`src/rtl/sap1_pkg.sv`:
```
// Shared definitions for the SAP-1 style fetch sequencer: T-state encodings,
// default widths, opcode values and the ring-counter step function.
package sap1_pkg;

  // Default ROM geometry
  localparam int ADDR_W_DEF = 4;
  localparam int DATA_W_DEF = 8;

  // One-hot T-states, bit0 = T1
  typedef enum logic [5:0] {
    T1 = 6'b000001,
    T2 = 6'b000010,
    T3 = 6'b000100,
    T4 = 6'b001000,
    T5 = 6'b010000,
    T6 = 6'b100000
  } t_state_e;

  // Opcodes carried in the upper nibble of a ROM word
  localparam logic [3:0] OP_LDA = 4'h0;
  localparam logic [3:0] OP_ADD = 4'h1;
  localparam logic [3:0] OP_SUB = 4'h2;
  localparam logic [3:0] OP_OUT = 4'hE;
  localparam logic [3:0] OP_HLT = 4'hF;

  // Successor T-state; any encoding that is not exactly one-hot restarts at T1
  function automatic logic [5:0] next_t_state(input logic [5:0] cur);
    logic [5:0] nxt;
    case (cur)
      T1:      nxt = T2;
      T2:      nxt = T3;
      T3:      nxt = T4;
      T4:      nxt = T5;
      T5:      nxt = T6;
      T6:      nxt = T1;
      default: nxt = T1;
    endcase
    return nxt;
  endfunction

endpackage

```
`src/rtl/ring_counter.sv`:
```
// Six-state one-hot ring counter; advances only when enabled, but an illegal
// encoding is forced back to T1 on the next edge regardless of the enable.
module ring_counter
  import sap1_pkg::*;
(
  input  logic       CLK,
  input  logic       CLR_bar,
  input  logic       advance,
  output logic [5:0] t_state
);

  logic [5:0] t_state_r;
  logic [5:0] t_state_nxt_s;
  logic       legal_s;

  // Legality check and next-state selection
  always_comb begin
    t_state_nxt_s = t_state_r;
    legal_s       = 1'b0;
    case (t_state_r)
      T1, T2, T3, T4, T5, T6: legal_s = 1'b1;
      default:                legal_s = 1'b0;
    endcase
    if (!legal_s) begin
      t_state_nxt_s = T1;
    end else if (advance) begin
      t_state_nxt_s = next_t_state(t_state_r);
    end else begin
      t_state_nxt_s = t_state_r;
    end
  end

  // State register, cleared asynchronously to T1
  always_ff @(posedge CLK or negedge CLR_bar) begin
    if (!CLR_bar) begin
      t_state_r <= T1;
    end else begin
      t_state_r <= t_state_nxt_s;
    end
  end

  assign t_state = t_state_r;

endmodule

```
`src/rtl/fetch_sequencer.sv`:
```
// Fetch sequencer: drives the ROM address/enable through the T1..T6 ring,
// maintains pc, MAR and IR, and latches a halt request taken in T4.
module fetch_sequencer
  import sap1_pkg::*;
#(
  parameter int ADDR_W = ADDR_W_DEF,
  parameter int DATA_W = DATA_W_DEF
) (
  input  logic                     CLK,
  input  logic                     CLR_bar,
  input  logic                     run,
  input  logic                     HLT,
  input  logic                     mar_from_ir,
  input  logic                     mem_rd,
  input  logic [DATA_W-1:0]        data,
  output logic [ADDR_W-1:0]        address,
  output logic                     CE_bar,
  output logic [5:0]               t_state,
  output logic [ADDR_W-1:0]        pc,
  output logic [DATA_W-ADDR_W-1:0] opcode,
  output logic [ADDR_W-1:0]        operand,
  output logic                     halted
);

  logic                     advance_s;
  logic [5:0]               t_state_s;
  logic [ADDR_W-1:0]        pc_r;
  logic [ADDR_W-1:0]        mar_r;
  logic [DATA_W-ADDR_W-1:0] opcode_r;
  logic [ADDR_W-1:0]        operand_r;
  logic                     halted_r;
  logic                     ce_bar_r;

  assign advance_s = run & ~halted_r;

  ring_counter u_ring (
    .CLK     (CLK),
    .CLR_bar (CLR_bar),
    .advance (advance_s),
    .t_state (t_state_s)
  );

  // Per-T-state datapath actions. CE_bar is registered, so it is computed on
  // the edge that enters the cycle it covers: low for T3, and low for T5 when
  // mem_rd is presented at the T4->T5 edge. A held or halted edge drives it high.
  always_ff @(posedge CLK or negedge CLR_bar) begin
    if (!CLR_bar) begin
      pc_r      <= '0;
      mar_r     <= '0;
      opcode_r  <= '0;
      operand_r <= '0;
      halted_r  <= 1'b0;
      ce_bar_r  <= 1'b1;
    end else if (advance_s) begin
      case (t_state_s)
        T1: begin
          mar_r    <= pc_r;
          ce_bar_r <= 1'b1;
        end
        T2: begin
          pc_r     <= pc_r + ADDR_W'(1);
          ce_bar_r <= 1'b0;
        end
        T3: begin
          opcode_r  <= data[DATA_W-1:ADDR_W];
          operand_r <= data[ADDR_W-1:0];
          ce_bar_r  <= 1'b1;
        end
        T4: begin
          if (HLT) begin
            halted_r <= 1'b1;
            ce_bar_r <= 1'b1;
          end else begin
            if (mar_from_ir) begin
              mar_r <= operand_r;
            end else begin
              mar_r <= mar_r;
            end
            ce_bar_r <= ~mem_rd;
          end
        end
        T5, T6: begin
          ce_bar_r <= 1'b1;
        end
        default: begin
          ce_bar_r <= 1'b1;
        end
      endcase
    end else begin
      ce_bar_r <= 1'b1;
    end
  end

  assign address = mar_r;
  assign CE_bar  = ce_bar_r;
  assign t_state = t_state_s;
  assign pc      = pc_r;
  assign opcode  = opcode_r;
  assign operand = operand_r;
  assign halted  = halted_r;

endmodule
```
`config.mk`:
```
export PLATFORM = sky130hd
export DESIGN_NAME = fetch_sequencer
export DESIGN_NICKNAME = d
export VERILOG_FILES = /design/src/rtl/sap1_pkg.sv /design/src/rtl/ring_counter.sv /design/src/rtl/fetch_sequencer.sv
export SDC_FILE = /design/constraint.sdc
export NUM_CORES = 1
export LEC_CHECK = 0
export BUFFER_PORTS_ARGS = -buffer_cell sky130_fd_sc_hd__buf_4
export CAP_MARGIN = 20
export CORE_UTILIZATION = 53
export CTS_CLUSTER_DIAMETER = 40
export DETAILED_ROUTE_END_ITERATION = 8
export GPL_TIMING_DRIVEN = 0
export PLACE_DENSITY_LB_ADDON = 0.3
export SYNTH_ARGS = -nofsm -noshare
export SYNTH_HDL_FRONTEND = slang
export SYNTH_HIERARCHICAL = 1
export SYNTH_SLANG_ARGS = --single-unit
export TNS_END_PERCENT = 1
```
`constraint.sdc`:
```
create_clock -name CLK -period 4.95 [get_ports CLK]
set_clock_uncertainty 0.15 [all_clocks]
set_input_delay 0.2475 -clock CLK [delete_from_list [all_inputs] [get_ports CLK]]
set_output_delay 0.2475 -clock CLK [all_outputs]
set_load 0.01 [all_outputs]
```
== After elaboration in Yosys (flattened, before gate mapping) ==
Cells that the tools add are included.
Operators by class
  $add $sub $neg: 1
  eq/ne operators: 9
  mux-type cells: 10
  bitwise logic cells: 3
  reductions and logical operators: 6
Operator list (number)
  one-hot mux 6 bit (5 select lines): 1
  2-to-1 mux 6 bit: 2
  2-to-1 mux 4 bit: 2
  one-hot mux 4 bit (2 select lines): 1
  == test 6 x 1 -> 1 bit (second input constant): 1
  == test 6 x 2 -> 1 bit (second input constant): 1
  == test 6 x 3 -> 1 bit (second input constant): 1
  == test 6 x 4 -> 1 bit (second input constant): 1
  == test 6 x 5 -> 1 bit (second input constant): 1
  == test 6 bit (second input constant): 1
  inequality test 2 bit (second input constant): 3
  OR reduction 6 bit: 1
  adder 4 x 1 -> 4 bit (second input constant): 1
  AND reduction 2 bit: 2
  AND reduction 4 bit: 1
  2-to-1 mux 1 bit: 3
  AND reduction 3 bit: 1
  NOT 1 bit: 2
  one-hot mux 1 bit (2 select lines): 1
  nonzero test 2 bit: 1
  AND 1 bit: 1
Storage, ports and cells
  flip-flop bits (word level): 24
  input bits: 14
  output and inout port bits: 24
  logic and storage cells: 36

== Logic depth before layout (Yosys ltp) ==
  depth after elaboration: 4
  gate-level depth with buffers: 5
  depth with buffers taken out: 4

== Modules after synthesis ==
The synthesis kept the hierarchy.
Modules (own cells, without submodules)
  fetch_sequencer: times used 1, cells an instance 58, area an instance 839.6 sq um, seq. area each 451.7 sq um
  ring_counter: times used 1, cells an instance 43, area an instance 386.6 sq um, seq. area each 151.4 sq um

== Least setup slack after synthesis ==
Ideal clock, no wire load.
  kind: register to register
  start: register u_ring.t_state_r[1] (netlist: u_ring/t_state[1])
  end: register mar_r[0] (netlist: address[0])
  arrival: 1.412 ns
  data required time: 4.675 ns
  path slack: 3.263 ns
  cell stages (with the launch flop): 5
  clock period less this slack: 1.687 ns
  cells stage by stage: dfrtp_1 > nor3b_4 > nand2_4 > mux2_1 > mux2_2
Between the ends
  cells in the longest elaborated chain, start to end: 3
Ends and longest elaborated chain
  start: declaration: line ring_counter.sv:12  | logic [5:0] t_state_r;
  start signal: assignment: line ring_counter.sv:38  | t_state_r <= t_state_nxt_s;
  == test 6 x 4 -> 1 bit or == test 6 x 1 -> 1 bit (tied branches): line fetch_sequencer.sv:55  | case (t_state_s)
  inequality test 2 bit (no source line) or nonzero test 2 bit (tied branches)
  AND reduction 4 bit (no source line)
  end signal: assignment: line fetch_sequencer.sv:57  | mar_r <= pc_r;
  end signal: assignment: line fetch_sequencer.sv:75  | mar_r <= operand_r;
  end signal: assignment: line fetch_sequencer.sv:77  | mar_r <= mar_r;
  end: declaration: line fetch_sequencer.sv:28  | logic [ADDR_W-1:0] mar_r;
Several ways; a longest one is shown, not always the timed one.
A chain may end at the register's enable or synchronous reset.

== Worst setup path in the final report ==
Ends and elaborated chain as after synthesis.

==> results by group <==
Synthesis
  • Syn avg cell area: ~12 um2
  • Syn Inst Count: 101
  • Post-synth EDFFs: 0
  • FF+latch count, synth: 24
  • Syn nets: approximately 120
  • Top area cells in the synthesized netlist: dfrtp_1 45%, mux2_2 12%, dfstp_2 4.3%, mux2_1 3.7%, xnor2_1 2.1%
  • Synth area leader: dfrtp_1
  • Top cell type's share of synthesized area: ~45%
  • Top-count cell post-synth: dfrtp_1
  • Cell Area, Synth: roughly 1200 um2
  • Synth cell count leaders: 22 x dfrtp_1, 13 x mux2_2, 6 x nor2_1
  • Synth warn: 6
  • Top_reg_cell synth: dfrtp_1
  • Post-synthesis sequential area ratio: 49.2%
  • Library cells used by synthesis: 40
  • Asr flop ratio synth: 100%

Place
  • Port bufs: 37
  • Placer Congestion: 0.797
  • Post-DP HPWL: 1.78 mm
  • Dpl cell area: between 1500 and 2000 um2

Timing
  • Worst-Margin Slew: ~0.40 ns
  • RSZ-0062 raised after global routing: false
  • Total negative setup slack: 0 ns
  • Slew margin rel.: 73.6%
  • Final hold violations: 0
  • Final setup fails: 0
  • Slew Viols, Final: 0
  • Min Tclk post-route: 1.77 ns
  • Fmax: 564 MHz
  • Period utilisation layout: 35.8%

Outcome
  • Outcome: completed

Final layout
  • Fraction of layout cells with a size suffix above 1: 46.9%
  • Nets: 159
  • Area Growth Syn to Fin: 29.3%
  • Number of fill cells: 162
  • Diodes inserted: 0
  • Finished Core Util: approximately 72%
  • Design area: between 1500 and 2000 um2

Pwr
  • Seq pwr share: 47.3%
  • Switching Share: 33.3%
  • P_sw: 217 uW
  • Peak supply drop: 270 uV
  • Leak Pwr: 0.790 nW
  • Pint: roughly 440 uW
  • Pwr/cell area: about 410 nW/um2
  • Logic pwr share: 37.5%
  • Clock Power Share: between 15 and 20%

GRT
  • Total global routing overflow: 0
  • Vias in the first global route: 931
  • Initial antenna violation count: 0
  • GRT Overall Usage: approximately a fifth
  • Global-route wire length before repair: 4.01 mm
  • Largest net degree at the start of global routing: 25

Drt
  • Vias per Instance: roughly 5.6
  • Drt total wl: 2.33 mm
  • Via total after detailed routing: between 900 and 1000
  • Post-route DRC: 0
  • Initial DRC Count: 7
  • 1st-pass router iterations: 4
  • DR WL/cell: around 14 um
  • DRT antenna net count: 0

Critical path
  • RR Startpoint: u_ring/t_state[1]$_DFFE_PN0P_
  • WP data arrival: around 1.8 ns
  • WP data required: about 5 ns
  • R2R Setup Slk: 3.18 ns
  • Reg2Reg Depth: 4
  • CP Capture Type: register
  • Element type at the critical path start: register
  • Critical path class: register to register
  • Reg2reg end: address[0]$_DFFE_PN0P_
  • Worst Path Max Fanout: 11

Clock network
  • Worst-path clk slew: 0.13 ns
  • CTS tree: done
  • CTS Buf Count: 3
  • Hold-fix buffers, CTS: 1
  • Post-CTS Setup Inserts: 0
  • Worst-case clock buffer depth: 2
  • Clock root cell: clkbuf_4
  • Skew-Pair Late Insertion Delay: 0.30 ns
  • Htree depth: 1
  • Post-cts resize count: 0
  • CTS Sinks: 24

Floorplanning
  • Die W: roughly 50 um
  • Row count: 17
  • Initial core utilization: 56.0%
  • Ports: 38
  • Die area: 2510 um2
  • Die height: 50.1 um
  • Total core area: 2190 um2

Min path
  • Worst hold start: data[6]
  • Hold path depth: 2
  • Tightest Hold Check Type: input pin to register
  • WHS Endpoint: opcode[2]$_DFFE_PN0P_

Flow run
  • Maxcap violations: 0
-- worst max-delay path, cell delays in order (launching register included) --
cell and delay [ns]:
dfrtp_1 0.53, nor3b_4 0.30, nand3_1 0.11, nand4_1 0.22, mux2_2 0.36
-- per-layer routing --
| layer | GRT usage (%) | routed length (um) |
|---|---|---|
| met3 | 1.85 | 94 |
| met1 | 24.3 | 955 |
| met2 | 40.0 | 1250 |
| met4 | 7.14 | 34 |
| met5 | 0 | 0 |
-- kinds of logic (layout without fill, tap and decap cells) --
logic type / after synthesis / count (layout) / share of synthesized area [%]
compound gates: 9 / 9 / 5.10
xor+xnor: 5 / 5 / 3.57
fa+ha+maj: 1 / 1 / 1.02
buf+inv: 5 / 47 / 2.45
flops: 24 / 24 / 49.2
mux: 18 / 18 / 16.4
simple gates: 39 / 39 / 22.2
-- power groups by stage --
stage / Clock [mW] / Combinational [mW] / Sequential, mW
after floorplan: 0 / 0.117 / 0.325
after global placement: 0 / 0.238 / 0.309
after detailed placement: 0 / 0.246 / 0.314
after CTS: 0.105 / 0.247 / 0.310
after global routing: 0.110 / 0.266 / 0.320
final: 0.0990 / 0.245 / 0.309
-- layout make-up --
class,instances,area (um2),area share (%)
well taps,28,35.0,2.21
repair buffers,38,288,18.2
plain buffers,5,30.0,1.89
multi-input cells,72,593,37.4
flip-flops and latches,24,603,38.0
clock buffers,4,36.3,2.29
-- state kept, by name, summed over array words and instances (netlist names) --
signal          flops
pc                  4
u_ring/t_state      6
CE_bar              1
halted              1
opcode              4
operand             4
address             4
-- placed cells by master, fill, tap and decap left out, types with 2 or more instances in the layout --
| cell type | instances |
|---|---|
| nand4_1 | 2 |
| xor2_1 | 2 |
| buf_4 | 37 |
| o22ai_1 | 2 |
| dfrtp_1 | 22 |
| mux2_2 | 13 |
| and2b_1 | 2 |
| nor3b_1 | 2 |
| and3_1 | 3 |
| dfstp_2 | 2 |
| buf_2 | 2 |
| nor2_1 | 6 |
| nand2b_1 | 3 |
| xnor2_1 | 3 |
| nand2_1 | 5 |
| nand4b_1 | 2 |
| a21oi_1 | 2 |
| mux2_1 | 4 |
| clkbuf_4 | 3 |
| o21ai_0 | 2 |
-- metrics by stage --
stage / hold slack [ns] / worst slack, ns / power, mW / cells
final: 0.0201 / 3.18 / 0.654 / 171
after global placement: 0.00650 / 3.21 / 0.548 / 166
after floorplan: -0.198 / 3.26 / 0.442 / 101
after CTS: 0.00901 / 3.18 / 0.662 / 171
after global routing: 0.00777 / 3.05 / 0.696 / 171
after detailed placement: 0.0114 / 3.20 / 0.560 / 166
-- worst max-delay path by stage --
stage	slack (ns)	endpoint	startpoint
3_5_place_dp	3.20	address[0]$_DFFE_PN0P_	u_ring/t_state[1]$_DFFE_PN0P_
3_3_place_gp	3.21	address[3]$_DFFE_PN0P_	u_ring/t_state[1]$_DFFE_PN0P_
6_report	3.18	address[0]$_DFFE_PN0P_	u_ring/t_state[1]$_DFFE_PN0P_
4_1_cts	3.18	address[0]$_DFFE_PN0P_	u_ring/t_state[1]$_DFFE_PN0P_
5_1_grt	3.05	u_ring/t_state[4]$_DFFE_PN0P_	halted$_DFFE_PN0P_
2_1_floorplan	3.26	address[0]$_DFFE_PN0P_	u_ring/t_state[1]$_DFFE_PN0P_
Note: power is estimated with default switching activity, not from simulation.
